==> src/rtl/micro_loader.sv <==
// micro_loader: UART byte-stream program loader and run/step sequencer
// for the 16-bit micro core instruction RAM.
module micro_loader #(
  parameter int WIDTH          = 16,
  parameter int IRAM_ADDR_BITS = 8,
  parameter int TICK_DIV       = 25000000
) (
  input  logic                      clk,
  input  logic                      reset,
  input  logic [7:0]                rx_data,
  input  logic                      rx_valid,
  output logic                      rx_ready,
  input  logic                      cmd_load,
  input  logic                      cmd_halt,
  input  logic                      cmd_run,
  input  logic                      cmd_step,
  output logic [IRAM_ADDR_BITS-1:0] iram_wa,
  output logic                      iram_wen,
  output logic [WIDTH-1:0]          iram_din,
  output logic                      core_reset,
  output logic                      PCenable,
  output logic [1:0]                state,
  output logic [IRAM_ADDR_BITS:0]   words_loaded
);

  localparam int AW = IRAM_ADDR_BITS;
  localparam int CW = AW + 1;
  localparam int TW = (TICK_DIV > 1) ? $clog2(TICK_DIV) : 1;
  localparam logic [CW-1:0] ONE   = CW'(1);
  localparam logic [CW-1:0] FULL  = ONE << AW;
  localparam logic [TW-1:0] TLAST = TW'(TICK_DIV - 1);

  typedef enum logic [1:0] {
    S_IDLE = 2'd0,
    S_LOAD = 2'd1,
    S_HALT = 2'd2,
    S_RUN  = 2'd3
  } state_t;

  typedef enum logic [1:0] {
    P_COUNT = 2'd0,
    P_HI    = 2'd1,
    P_LO    = 2'd2
  } phase_t;

  state_t          state_q, state_d;
  phase_t          phase_q, phase_d;
  logic [3:0]      cmd_sync_q, cmd_last_q;
  logic [CW-1:0]   count_q, count_d;
  logic [CW-1:0]   words_q, words_d;
  logic [7:0]      hi_q, hi_d;
  logic [TW-1:0]   tick_q, tick_d;
  logic [AW-1:0]   wa_q, wa_d;
  logic [WIDTH-1:0] din_q, din_d;
  logic            wen_q, wen_d;
  logic            rdy_q, rdy_d;
  logic            crst_q, crst_d;
  logic            pcen_q, pcen_d;

  logic [3:0] rise;
  logic       ld, ht, rn, st, acc;
  logic [CW-1:0] words_inc;

  assign rise = cmd_sync_q & ~cmd_last_q;
  assign ld   = rise[0];
  assign ht   = rise[1];
  assign rn   = rise[2];
  assign st   = rise[3];
  assign acc  = rx_valid && rdy_q;
  assign words_inc = words_q + ONE;

  always_comb begin
    state_d = state_q;
    phase_d = phase_q;
    count_d = count_q;
    words_d = words_q;
    hi_d    = hi_q;
    tick_d  = tick_q;
    wa_d    = wa_q;
    din_d   = din_q;
    wen_d   = 1'b0;
    rdy_d   = rdy_q;
    crst_d  = crst_q;
    pcen_d  = 1'b0;
    unique case (state_q)
      S_IDLE: begin
        crst_d = 1'b1;
        rdy_d  = 1'b0;
        if (ld) begin
          state_d = S_LOAD;
          rdy_d   = 1'b1;
          words_d = '0;
          phase_d = P_COUNT;
        end else if (ht || st) begin
          state_d = S_HALT;
          crst_d  = 1'b0;
        end else if (rn) begin
          state_d = S_RUN;
          crst_d  = 1'b0;
          tick_d  = '0;
        end
      end
      S_LOAD: begin
        crst_d = 1'b1;
        if (acc) begin
          unique case (phase_q)
            P_COUNT: begin
              count_d = (rx_data == 8'd0) ? FULL : CW'(rx_data);
              phase_d = P_HI;
            end
            P_HI: begin
              hi_d    = rx_data;
              phase_d = P_LO;
            end
            P_LO: begin
              wen_d   = 1'b1;
              din_d   = WIDTH'({hi_q, rx_data});
              wa_d    = words_q[AW-1:0];
              words_d = words_inc;
              phase_d = P_HI;
              if (words_inc == count_q) rdy_d = 1'b0;
            end
            default: phase_d = P_COUNT;
          endcase
        end
        // final word is on the RAM port this cycle
        if (wen_q && words_q == count_q) begin
          state_d = S_HALT;
          crst_d  = 1'b0;
          rdy_d   = 1'b0;
        end
        if (ld) begin
          rdy_d   = 1'b1;
          crst_d  = 1'b1;
          state_d = S_LOAD;
          words_d = '0;
          phase_d = P_COUNT;
          wen_d   = 1'b0;
        end else if (ht) begin
          state_d = S_IDLE;
          rdy_d   = 1'b0;
          crst_d  = 1'b1;
        end
      end
      S_HALT: begin
        crst_d = 1'b0;
        if (ld) begin
          state_d = S_LOAD;
          rdy_d   = 1'b1;
          crst_d  = 1'b1;
          words_d = '0;
          phase_d = P_COUNT;
        end else if (ht) begin
          state_d = S_HALT;
        end else if (st) begin
          pcen_d = 1'b1;
        end else if (rn) begin
          state_d = S_RUN;
          tick_d  = '0;
        end
      end
      S_RUN: begin
        crst_d = 1'b0;
        if (ld) begin
          state_d = S_LOAD;
          rdy_d   = 1'b1;
          crst_d  = 1'b1;
          words_d = '0;
          phase_d = P_COUNT;
        end else if (ht) begin
          state_d = S_HALT;
        end else if (tick_q == TLAST) begin
          tick_d = '0;
          pcen_d = 1'b1;
        end else begin
          tick_d = tick_q + TW'(1);
        end
      end
      default: state_d = S_IDLE;
    endcase
  end

  always_ff @(posedge clk or negedge reset) begin
    if (!reset) begin
      state_q    <= S_IDLE;
      phase_q    <= P_COUNT;
      cmd_sync_q <= '0;
      cmd_last_q <= '0;
      count_q    <= '0;
      words_q    <= '0;
      hi_q       <= '0;
      tick_q     <= '0;
      wa_q       <= '0;
      din_q      <= '0;
      wen_q      <= 1'b0;
      rdy_q      <= 1'b0;
      crst_q     <= 1'b1;
      pcen_q     <= 1'b0;
    end else begin
      state_q    <= state_d;
      phase_q    <= phase_d;
      cmd_sync_q <= {cmd_step, cmd_run, cmd_halt, cmd_load};
      cmd_last_q <= cmd_sync_q;
      count_q    <= count_d;
      words_q    <= words_d;
      hi_q       <= hi_d;
      tick_q     <= tick_d;
      wa_q       <= wa_d;
      din_q      <= din_d;
      wen_q      <= wen_d;
      rdy_q      <= rdy_d;
      crst_q     <= crst_d;
      pcen_q     <= pcen_d;
    end
  end

  assign rx_ready     = rdy_q;
  assign iram_wa      = wa_q;
  assign iram_wen     = wen_q;
  assign iram_din     = din_q;
  assign core_reset   = crst_q;
  assign PCenable     = pcen_q;
  assign state        = state_q;
  assign words_loaded = words_q;

endmodule

==> config.mk <==
export PLATFORM = sky130hd
export DESIGN_NAME = micro_loader
export DESIGN_NICKNAME = d
export VERILOG_FILES = /design/src/rtl/micro_loader.sv
export SDC_FILE = /design/constraint.sdc
export NUM_CORES = 1
export LEC_CHECK = 0
export CAP_MARGIN = 5
export CORE_ASPECT_RATIO = 0.6
export CORE_UTILIZATION = 60
export DETAILED_ROUTE_END_ITERATION = 12
export PLACE_DENSITY_LB_ADDON = 0.25
export REMOVE_ABC_BUFFERS = 1
export SLEW_MARGIN = 0
export SYNTH_ARGS = -nofsm -noshare
export SYNTH_HDL_FRONTEND = slang
export SYNTH_SLANG_ARGS = --single-unit
==> constraint.sdc <==
create_clock -name clk -period 6.8 [get_ports clk]
set_input_delay 1.02 -clock clk [delete_from_list [all_inputs] [get_ports clk]]
set_output_delay 1.02 -clock clk [all_outputs]
set_load 0.005 [all_outputs]
# == Yosys cells after proc, flatten, opt, wreduce, memory -nomap -nowiden ==
# Index checks and enable logic that the tools add are counted.
# op_classes
bitwise,2
eq_ne,25
n_mux,60
add_sub_neg,2
reduce_logical,18
# op_table
op,n
25-bit 2-to-1 mux,9
25-bit case mux with 3 select lines,1
9-bit 2-to-1 mux,5
2-bit 2-to-1 mux,14
25-bit by 1-bit adder with 25-bit output (second input constant),1
25-bit equality test (second input constant),1
1-bit 2-to-1 mux,24
9-bit equality test,2
9-bit case mux with 2 select lines,1
3-bit AND reduction,5
2-bit != test (second input constant),7
5-bit != test (second input constant),2
9-bit by 1-bit adder with 9-bit output (second input constant),1
8-bit zero test,1
4-bit != test (second input constant),2
2-bit case mux with 2 select lines,2
2-bit case mux with 4 select lines,1
8-bit AND reduction,1
2-bit equality test (second input constant),3
3-bit != test (second input constant),2
1-bit case mux with 3 select lines,2
5-bit by 4-bit != test with 1-bit output (second input constant),1
4-bit bitwise AND,1
2-bit by 1-bit equality test with 1-bit output (second input constant),2
12 further kinds,16
# word_totals
ff_bits,91
in_bits,15
output_inout_bits,39

# == Logic depth before layout (Yosys ltp) ==
# depth
depth_word,9
depth_mapped,7
mapped_depth_nobuf,6

# == Least setup slack after synthesis ==
# No wires, ideal clock.
# synth_timing
path_kind,input to register
from,input port rx_valid
to,register hi_q[0]
path_buffers,0
t_arrival_ps,2139
setup_slack_ps,4536
setup_time_ps,125
required_ps,6675
stages,3
path_cell_list,nand4b_1 > nor3b_2 > mux2_2
# synth_via
elab_chain_cells,2
# synth_rtl
element,line,text
start: declaration,11,"input logic rx_valid,"
1-bit logical AND,69,assign acc = rx_valid && rdy_q;
3-bit AND reduction (no line),n/a,
end signal: assignment,206,hi_q <= hi_d;
end: declaration,51,"logic [7:0] hi_q, hi_d;"
# No other way between the ends.
# A chain may end at the register's enable or synchronous reset.

# == Worst setup path after layout ==
# layout_timing
from,input port rx_valid
to,register words_q[4] (netlist: words_loaded[4])
# layout_via
elab_chain_cells,3
# layout_rtl
element,line,text
1-bit logical AND,69,
3-bit != test (no line),n/a,
3-bit AND reduction (no line),n/a,
end signal: assignment,205,words_q <= words_d;
end: declaration,50,"logic [CW-1:0] words_q, words_d;"
# No other way between the ends.

==> impl_metrics.tcl <==
set metrics [dict create \
    outcome "finished, violations left" \
    violations "DRC" \
    clock_tree.root_cell "clkbuf_16" \
    synth_cells 444 \
    switching_share 0.279 \
    start_kind "primary input" \
    yosys_most_used_dff "dfrtp_1" \
    drive_gt1_frac 0.0887 \
    route.vias.total 3562 \
    rows 23 \
    slew_headroom 0.252 \
    min_period_ns 3.00 \
    seq_power_share 0.485 \
    place_hpwl_mm 7.04 \
    post_cts_resized 0 \
    synth_top_area_share 0.524 \
    yosysSeqAreaShare 0.530 \
    rsz0062_at_grt "false" \
    drc 10 \
    synthesis.area_mm2 0.00430 \
    drt_pass1_iterations 9 \
    postCtsSetupRepairBufs 0 \
    p_int_uw 998 \
    synth_edf_count 0 \
    power_density_mw_per_mm2 268 \
    hp-class "reg2reg" \
    insertion_delay_ns 0.35 \
    clk_pin_slew_worst_paths_ns 0.06 \
    clock_skew_ns 0.0123 \
    syn_area_per_cell_um2 9.68 \
    finalCritPeriodShare 0.441 \
    static-leakage-power_uw 0.00231 \
    die_height_um 67.6 \
    synthTopCellsByArea "dfrtp_1 (52%), nand2_1 (8.7%), mux2_2 (4.2%), xor2_1 (2.9%), nor2_1 (2.3%)" \
    cts_max_path_buffers 2 \
    utilization 0.760 \
    core_mm2 0.00679 \
    fin_total_pwr_uw 1380 \
    switchingPower_uw 386 \
    synth_cell_type_count 49 \
    overflow 0 \
    grt_max_degree 58 \
    dieArea_mm2 0.00751 \
    grt.total_usage 0.293 \
    grt_pass1_wl_mm 16.5 \
    cts.sinks 91 \
    crit_path_max_fanout 29 \
    cts-buffers-inserted 9 \
    fmax_mhz 333 \
    tightest_slew_ns 1.12 \
    drtAntennaViolNets 0 \
    yosysWarnings 0 \
    end_kind "register" \
    comb_power_share 0.165 \
    ys_async_sr_fraction 1.00 \
    critical_path_class "in2reg" \
    rr_worst_depth 6 \
    dr.first_iter.drc_count 483 \
    io_buffers 53 \
    wl_per_cell_um 17.6 \
    gp_congestion 0.853 \
    fin_tns_setup_ns 0 \
    grt_pass1_vias 3280 \
    max_cap_violations 0 \
    setup_viol 0 \
    vias_per_cell 6.11 \
    holdBufCountCts 0 \
    die_x_um 111 \
    cts_tree "built" \
    vdd_ir_drop_max_mv 0.217 \
    antenna_found_initial 0 \
    worst_ep_arrival_time_ns 3.19 \
    power_frac_clock 0.350 \
    drv_slew 0 \
    fin_nets 508 \
    cp.required_ns 6.99 \
    ios 54 \
    area_delta_synth_final_pct 20.2 \
    hold_path_depth 0 \
    hold_viol_final 0 \
    routed_wl_mm 10.3 \
    yosys.area.top_type "dfrtp_1" \
    n_antenna_cell 0 \
    h-tree-depth 3 \
    yosys_register_bits 91 \
    start_util 0.633 \
]
## metrics by stage
step / area [um2] / hold slack (ns) / setup slack, ns / instances
6_report: 5160 / 0.383 / 3.80 / 583
5_1_grt: 5160 / 0.402 / 3.53 / 583
4_1_cts: 5160 / 0.385 / 3.79 / 582
3_5_place_dp: 4870 / 0.373 / 3.46 / 566
3_3_place_gp: 4870 / 0.365 / 3.51 / 566
2_1_floorplan: 4220 / 0.355 / 3.99 / 425
## cells by family (layout without fill, tap and decap cells)
kind of cell / count (synthesis) / count (layout) / synth area share
AO/OA/AOI/OAI: 70 / 70 / 0.106
XOR/XNOR: 22 / 22 / 0.0448
adder cells (fa/ha/maj): 2 / 2 / 0.00582
buffers and inverters: 26 / 78 / 0.0239
flip-flops: 91 / 91 / 0.530
multiplexers: 16 / 16 / 0.0419
AND/OR/NAND/NOR: 217 / 217 / 0.248
## sequential cells by signal (all words and copies together), names as in the netlist
register / flops
iram_wen: 1
cmd_last_q: 4
core_reset: 1
rx_ready: 1
phase_q: 2
state: 2
cmd_sync_q: 4
iram_wa: 8
PCenable: 1
words_loaded: 9
count_q: 9
iram_din: 16
hi_q: 8
tick_q: 25
## power groups by stage
stage / logic (uW) / registers [uW] / clock network (uW)
3_3_place_gp: 213 / 674 / 0
5_1_grt: 252 / 679 / 510
4_1_cts: 228 / 671 / 486
2_1_floorplan: 142 / 660 / 0
6_report: 229 / 672 / 484
3_5_place_dp: 225 / 680 / 0
## worst max-delay path, cell delays in order
cell and delay (ns):
clkdlybuf4s50_1 0.48, nand4b_1 0.29, nor2_2 0.95, nand4_1 0.21, xor2_1 0.18, nor2_1 0.05
## cells in the final DEF, fill, tap and decap left out, drive strengths merged, types with 2 or more instances in the layout
cell           count
nand2            100
dfrtp             90
clkdlybuf4s50     52
nor2              26
o21ai             18
nand3             17
mux2              16
a21oi             16
xor2              14
nand2b            12
clkbuf            12
or4               10
or3                9
xnor2              8
o31ai              8
inv                8
nor4               8
nor3               8
nand4              7
a31oi              7
and3               5
a22o               5
and2               4
nor2b              3
o31a               3
nor3b              3
clkinv             3
buf                3
o211a              2
or2                2
o22ai              2
ha                 2
## synthesized netlist by cell type, drive strengths merged (8+ instances only)
cell	number
a21oi	16
clkbuf	12
dfrtp	90
mux2	16
nand2	100
nand2b	12
nand3	17
nor2	26
nor3	8
nor4	8
o21ai	18
o31ai	8
or3	9
or4	10
xnor2	8
xor2	14
## layer usage
| layer | vias up | global-route usage | wire length [um] |
|---|---|---|---|
| li1 | 1660 | - | - |
| met1 | 1710 | 0.428 | 4870 |
| met2 | 172 | 0.435 | 4440 |
| met3 | 20 | 0.0601 | 797 |
| met4 | 0 | 0.111 | 147 |
| met5 | - | 0 | 0 |
## worst paths after layout
path,to,slack (ns),startpoint
worst max-delay path,words_loaded[4],3.80,rx_valid
worst min-delay path,cmd_last_q[1],0.38,cmd_sync_q[1]
worst max register to register,tick_q[11],4.26,tick_q[7]
worst min register to register,cmd_last_q[1],0.38,cmd_sync_q[1]
max in group asynchronous,tick_q[4],5.15,reset
min in group asynchronous,iram_wa[0],0.61,reset
## layout make-up
class | count | area, um2
Clock inverter | 4 | 33.8
Inverter | 7 | 26.3
Multi-Input combinational cell | 327 | 1920
Sequential cell | 91 | 2280
Timing Repair Buffer | 55 | 541
Fill cell | 506 | 1630
Tap cell | 87 | 109
Clock buffer | 12 | 256
Power figures use the tool's default switching activity.
